===== src/rtl/dmem_ctrl.sv =====
// Data-memory access controller: issues one bus transaction per load/store,
// stalls the pipeline until ack or timeout, and formats big-endian load data.
module dmem_ctrl #(
    parameter int unsigned TIMEOUT = 15
) (
    input  logic        clk,
    input  logic        rst,
    input  logic [3:0]  mem_op_i,
    input  logic [31:0] addr_i,
    input  logic [31:0] store_data_i,
    input  logic [4:0]  waddr_i,
    input  logic        we_i,
    input  logic [31:0] wdata_i,
    output logic        bus_req_o,
    output logic        bus_we_o,
    output logic [31:0] bus_addr_o,
    output logic [3:0]  bus_sel_o,
    output logic [31:0] bus_wdata_o,
    input  logic [31:0] bus_rdata_i,
    input  logic        bus_ack_i,
    output logic        stall_req_o,
    output logic [4:0]  waddr_o,
    output logic        we_o,
    output logic [31:0] wdata_o,
    output logic        exc_align_o,
    output logic        exc_timeout_o
);

    typedef enum logic [1:0] {S_IDLE, S_ACCESS, S_DONE} state_t;

    localparam logic [3:0] OP_LB = 4'd1, OP_LBU = 4'd2, OP_LH = 4'd3, OP_LHU = 4'd4,
                           OP_LW = 4'd5, OP_SB  = 4'd6, OP_SH = 4'd7, OP_SW  = 4'd8;
    localparam logic [7:0] LP_LAST = 8'(TIMEOUT - 1);

    state_t      r_state, w_next;
    logic [3:0]  r_op;
    logic [1:0]  r_off;
    logic        r_we;
    logic [31:0] r_addr;
    logic [3:0]  r_sel;
    logic [31:0] r_wdata;
    logic [7:0]  r_cnt;
    logic [31:0] r_rdata;
    logic        r_timeout;

    logic        w_is_load, w_is_store, w_valid, w_misalign, w_start, w_r_is_load;
    logic [3:0]  w_sel;
    logic [31:0] w_bwdata;
    logic [7:0]  w_byte;
    logic [15:0] w_half;
    logic [31:0] w_ldata;

    // Request decode
    always_comb begin
        w_is_load  = (mem_op_i >= OP_LB) && (mem_op_i <= OP_LW);
        w_is_store = (mem_op_i >= OP_SB) && (mem_op_i <= OP_SW);
        w_valid    = w_is_load || w_is_store;
        w_misalign = 1'b0;
        w_sel      = 4'b0000;
        w_bwdata   = '0;
        case (mem_op_i)
            OP_LB, OP_LBU, OP_SB: begin
                w_sel    = 4'b1000 >> addr_i[1:0];
                w_bwdata = {4{store_data_i[7:0]}};
            end
            OP_LH, OP_LHU, OP_SH: begin
                w_misalign = addr_i[0];
                w_sel      = addr_i[1] ? 4'b0011 : 4'b1100;
                w_bwdata   = {2{store_data_i[15:0]}};
            end
            OP_LW, OP_SW: begin
                w_misalign = (addr_i[1:0] != 2'b00);
                w_sel      = 4'b1111;
                w_bwdata   = store_data_i;
            end
            default: ;
        endcase
        w_start = (r_state == S_IDLE) && w_valid && !w_misalign;
    end

    // Load formatting uses the request latched at launch, not the live inputs
    always_comb begin
        w_r_is_load = (r_op >= OP_LB) && (r_op <= OP_LW);
        case (r_off)
            2'd0:    w_byte = bus_rdata_i[31:24];
            2'd1:    w_byte = bus_rdata_i[23:16];
            2'd2:    w_byte = bus_rdata_i[15:8];
            default: w_byte = bus_rdata_i[7:0];
        endcase
        w_half = r_off[1] ? bus_rdata_i[15:0] : bus_rdata_i[31:16];
        case (r_op)
            OP_LB:   w_ldata = {{24{w_byte[7]}}, w_byte};
            OP_LBU:  w_ldata = {24'd0, w_byte};
            OP_LH:   w_ldata = {{16{w_half[15]}}, w_half};
            OP_LHU:  w_ldata = {16'd0, w_half};
            default: w_ldata = bus_rdata_i;
        endcase
    end

    always_ff @(posedge clk) begin
        if (rst) begin
            r_state   <= S_IDLE;
            r_op      <= '0;
            r_off     <= '0;
            r_we      <= 1'b0;
            r_addr    <= '0;
            r_sel     <= '0;
            r_wdata   <= '0;
            r_cnt     <= '0;
            r_rdata   <= '0;
            r_timeout <= 1'b0;
        end else begin
            r_state <= w_next;
            case (r_state)
                S_IDLE: if (w_start) begin
                    r_op      <= mem_op_i;
                    r_off     <= addr_i[1:0];
                    r_we      <= w_is_store;
                    r_addr    <= {addr_i[31:2], 2'b00};
                    r_sel     <= w_sel;
                    r_wdata   <= w_bwdata;
                    r_cnt     <= '0;
                    r_rdata   <= '0;
                    r_timeout <= 1'b0;
                end
                S_ACCESS: begin
                    if (bus_ack_i) begin
                        r_rdata <= w_ldata;
                    end else if (r_cnt == LP_LAST) begin
                        r_timeout <= 1'b1;
                    end else begin
                        r_cnt <= r_cnt + 8'd1;
                    end
                end
                default: ;
            endcase
        end
    end

    // Next state and outputs; reset forces every output low combinationally
    always_comb begin
        w_next        = r_state;
        bus_req_o     = 1'b0;
        bus_we_o      = 1'b0;
        bus_addr_o    = '0;
        bus_sel_o     = '0;
        bus_wdata_o   = '0;
        stall_req_o   = 1'b0;
        waddr_o       = '0;
        we_o          = 1'b0;
        wdata_o       = '0;
        exc_align_o   = 1'b0;
        exc_timeout_o = 1'b0;
        case (r_state)
            S_IDLE: if (w_start) w_next = S_ACCESS;
            S_ACCESS: if (bus_ack_i || (r_cnt == LP_LAST)) w_next = S_DONE;
            default: w_next = S_IDLE;
        endcase
        if (!rst) begin
            waddr_o = waddr_i;
            case (r_state)
                S_IDLE: begin
                    wdata_o = wdata_i;
                    if (!w_valid) begin
                        we_o = we_i;
                    end else if (w_misalign) begin
                        exc_align_o = 1'b1;
                    end else begin
                        stall_req_o = 1'b1;
                    end
                end
                S_ACCESS: begin
                    stall_req_o = 1'b1;
                    bus_req_o   = 1'b1;
                    bus_we_o    = r_we;
                    bus_addr_o  = r_addr;
                    bus_sel_o   = r_sel;
                    bus_wdata_o = r_wdata;
                end
                default: begin
                    if (r_timeout) begin
                        exc_timeout_o = 1'b1;
                    end else begin
                        we_o    = we_i;
                        wdata_o = w_r_is_load ? r_rdata : wdata_i;
                    end
                end
            endcase
        end
    end

endmodule


===== config.mk =====
export PLATFORM = sky130hd
export DESIGN_NAME = dmem_ctrl
export DESIGN_NICKNAME = d
export VERILOG_FILES = /design/src/rtl/dmem_ctrl.sv
export SDC_FILE = /design/constraint.sdc
export NUM_CORES = 1
export LEC_CHECK = 0
export CAP_MARGIN = 10
export CORE_MARGIN = 5
export CORE_UTILIZATION = 40
export CTS_CLUSTER_DIAMETER = 100
export DETAILED_ROUTE_END_ITERATION = 10
export GPL_TIMING_DRIVEN = 0
export PLACE_DENSITY = 0.82
export SLEW_MARGIN = 20
export SYNTH_ARGS = -nofsm -noshare
export SYNTH_HDL_FRONTEND = slang
export SYNTH_SLANG_ARGS = --single-unit
export TNS_END_PERCENT = 20

===== constraint.sdc =====
create_clock -name clk -period 2.7 [get_ports clk]
set_input_delay 0.54 -clock clk [delete_from_list [all_inputs] [get_ports clk]]
set_output_delay 0.54 -clock clk [all_outputs]
set_load 0.05 [all_outputs]

==> impl_metrics.tcl <==
set metrics [dict create \
    worst_setup_path_end_kind "output port" \
    postRouteWirelength_mm 25.4 \
    clock.fmax_ghz 0.362 \
    relSlewSlack 0.480 \
    io_pins 252 \
    worstPathRequired_ps 2160 \
    ys_types 62 \
    num_rows 46 \
    globalplace.congestion 0.944 \
    cts_max_path_buffers 2 \
    seq_power_share 0.336 \
    hold_viol 0 \
    grtUsageTotal 0.254 \
    antenna_found_initial 1 \
    critPathLaunchType "primary input" \
    status "complete, but fails checks" \
    die_x_microns 138 \
    fin_util 0.644 \
    cts-root-buf "clkbuf_16" \
    skew_ps 7.76 \
    coreArea_sq_mm 0.0160 \
    die_area_sq_mm 0.0191 \
    syn_inst 855 \
    die_y_microns 138 \
    setup_viol 2 \
    dpl.hpwl_mm 18.7 \
    postRouteAntennaNets 0 \
    dpl.cell_count 1322 \
    switchingPower_mw 1.88 \
    drt_iter0_markers 597 \
    critPathBufInv 3 \
    crit_fanout 4 \
    cellLeakagePower_nw 4.09 \
    layout.nets 1281 \
    area_delta_synth_final_pct 56.6 \
    grt_pass1_vias 7315 \
    cts_tree "done" \
    async_reset_ff_frac 0 \
    grt_overflow 0 \
    holdWs_ps 448 \
    finalSetupTns_ps -86.2 \
    syn_avg_cell_area_sq_um 7.70 \
    crit_arrival_ps 2220 \
    numPortBuffers 249 \
    worstMarginPinSlew_ps 781 \
    wire_per_inst_microns 18.6 \
    p_int_mw 3.83 \
    cts.sinks 116 \
    insertion_delay_ps 420 \
    grt_pass1_wl_mm 39.7 \
    htree_num_levels 4 \
    n_antenna_cell 0 \
    hold_buffers 0 \
    combPwrFrac 0.288 \
    clk_pin_slew_ps 50 \
    drive_gt1_frac 0.266 \
    rsz0062_at_grt "true" \
    cts_made_buffers 17 \
    synthFlopType "dfxtp_1" \
    fin_ws_ps -58.7 \
    min_path_type "reg2reg" \
    clkPwrFrac 0.376 \
    stdcell_count 1367 \
    first_pass_iters 5 \
    yosys_warnings 0 \
    total_power_mw 5.71 \
    ys_ff_latch 116 \
    drt-vias-per-instance 5.59 \
    cpPeakStageDelay_ps 570 \
    post-route-period-util 1.02 \
    yosysSeqAreaShare 0.353 \
    ir_drop_mv 0.488 \
    maxCapViolCount 0 \
    dr_total_vias 7643 \
    violations "negative setup slack" \
    path_cells "buf_6 > o31a_1 > or4_4 > nor3_4 > buf_6 > nor2_4 > nor3_4 > buf_6" \
    power_density_mw_per_mm2 554 \
    grt_max_degree 17 \
    synth-edff-count 0 \
    crit_slowest_cell "or4_4" \
    syn_area_sq_mm 0.00658 \
    slew_viol_final 0 \
    drcViolationCount 0 \
    criticalPathCategory "in2out" \
    fin_crit_ps 2760 \
    timing.critical_path.mode_cell "buf_6" \
    initial_core_util 0.411 \
    power_switching_share 0.329 \
    cp_top_family "simple AND/OR/NAND/NOR gates" \
]
==> tightest hold or removal path, delay by kind of cell (launching register included) <==
family | cells | cell delay (ps)
DFF | 1 | 300
AOI/OAI and AO/OA | 1 | 50
and+or+nand+nor | 1 | 50
==> power by group through the flow <==
stage,logic [mW],registers [mW],clock network (mW)
after floorplan,0.969,1.92,0
after global placement,1.51,1.93,0
after detailed placement,1.52,1.94,0
after CTS,1.58,1.91,2.16
after global routing,1.76,1.93,2.25
final,1.65,1.92,2.15
==> cell type report <==
type	count	area [sq um]
buffer	75	449
clock buffer	21	460
clock inverter	11	105
fill	1385	5690
inverter	19	71.3
multi-input combinational	640	4220
sequential	116	2330
tap	216	270
timing repair buffer	269	2400
==> through the flow <==
stage	cell area [sq um]	setup WS, ps
after global placement	9500	-1490
after detailed placement	9510	-1520
after global routing	10300	-122
final	10300	-58.7
after floorplan	6740	-250
after CTS	10200	-217
==> flip-flops by register name, summed over array words and instances (netlist names) <==
register   count
r_off          2
r_addr        30
r_rdata       32
r_op           4
r_wdata       32
r_sel          4
r_timeout      1
r_state        2
r_cnt          8
r_we           1
==> placed cells by master, fill, tap and decap left out, drive strengths merged, types with 11 or more instances in the layout <==
cell type        n
dfxtp          116
nand3           14
a211oi          21
nand2           92
buf            147
o22ai           11
nor2b           12
clkdlybuf4s50  136
inv             19
nor3            42
o32ai           21
nand2b          24
and2            69
nor2           104
a22o            12
a21oi           65
a22oi           32
clkbuf          71
==> metal layers <==
layer	routed length (microns)	vias to the layer above	share of wire	global-route usage
met2	11900	416	0.47	0.414
li1	-	3619	-	-
met5	11	-	0.00043	0
met4	677	2	0.027	0.0983
met3	2520	56	0.099	0.0810
met1	10300	3550	0.40	0.313
==> what timing repair did <==
action                                  in CTS  in global routing
gates resized for setup                    657                 86
endpoints found under the setup margin     205                115
pin swaps                                   10                 14
gates cloned                                 0                  0
buffers inserted                            12                  7
==> path summary, 6_finish.rpt <==
kind	startpoint	end	slack [ps]	cells past startpoint
worst max-delay path	mem_op_i[1]	stall_req_o	-60	8
worst min-delay path	r_addr[23]$_SDFFE_PP0P_	r_addr[23]$_SDFFE_PP0P_	450	2
worst max register to register	r_off[1]$_SDFFE_PP0P_	r_rdata[29]$_SDFFE_PP0P_	260	6
worst min register to register	r_addr[23]$_SDFFE_PP0P_	r_addr[23]$_SDFFE_PP0P_	450	2
==> cells by family (layout without fill, tap and decap cells) <==
kind of cell | count (synthesis) | in the layout | synth area share
AO/OA/AOI/OAI | 236 | 236 | 0.270
XOR/XNOR | 8 | 8 | 0.0106
adder cells (fa/ha/maj) | 2 | 2 | 0.00380
buffers and inverters | 100 | 395 | 0.0624
flip-flops | 116 | 116 | 0.353
multiplexers | 8 | 8 | 0.0152
other | 1 | 2 | 0.000570
AND/OR/NAND/NOR | 384 | 384 | 0.285
==> synthesized netlist by cell type, types with 6 or more instances <==
master / n / area share
clkbuf_1: 58 / 0.033
nand3_1: 14 / 0.011
mux2_2: 6 / 0.010
nor2_1: 104 / 0.059
a21oi_1: 65 / 0.049
nor2b_1: 12 / 0.011
inv_1: 19 / 0.011
a221oi_1: 9 / 0.012
o21ai_0: 7 / 0.0053
o32ai_1: 11 / 0.015
o22ai_1: 11 / 0.010
xor2_1: 8 / 0.011
and2_1: 69 / 0.066
nand2_1: 92 / 0.052
nor3b_1: 7 / 0.0080
nor3_1: 42 / 0.032
dfxtp_1: 116 / 0.35
nand2b_1: 24 / 0.023
a21boi_0: 6 / 0.0068
o32ai_2: 10 / 0.025
o22a_1: 8 / 0.011
a211oi_1: 21 / 0.024
a22o_1: 12 / 0.016
buf_2: 16 / 0.012
a21o_1: 7 / 0.0080
a22oi_1: 32 / 0.037
Power figures use the tool's default switching activity.
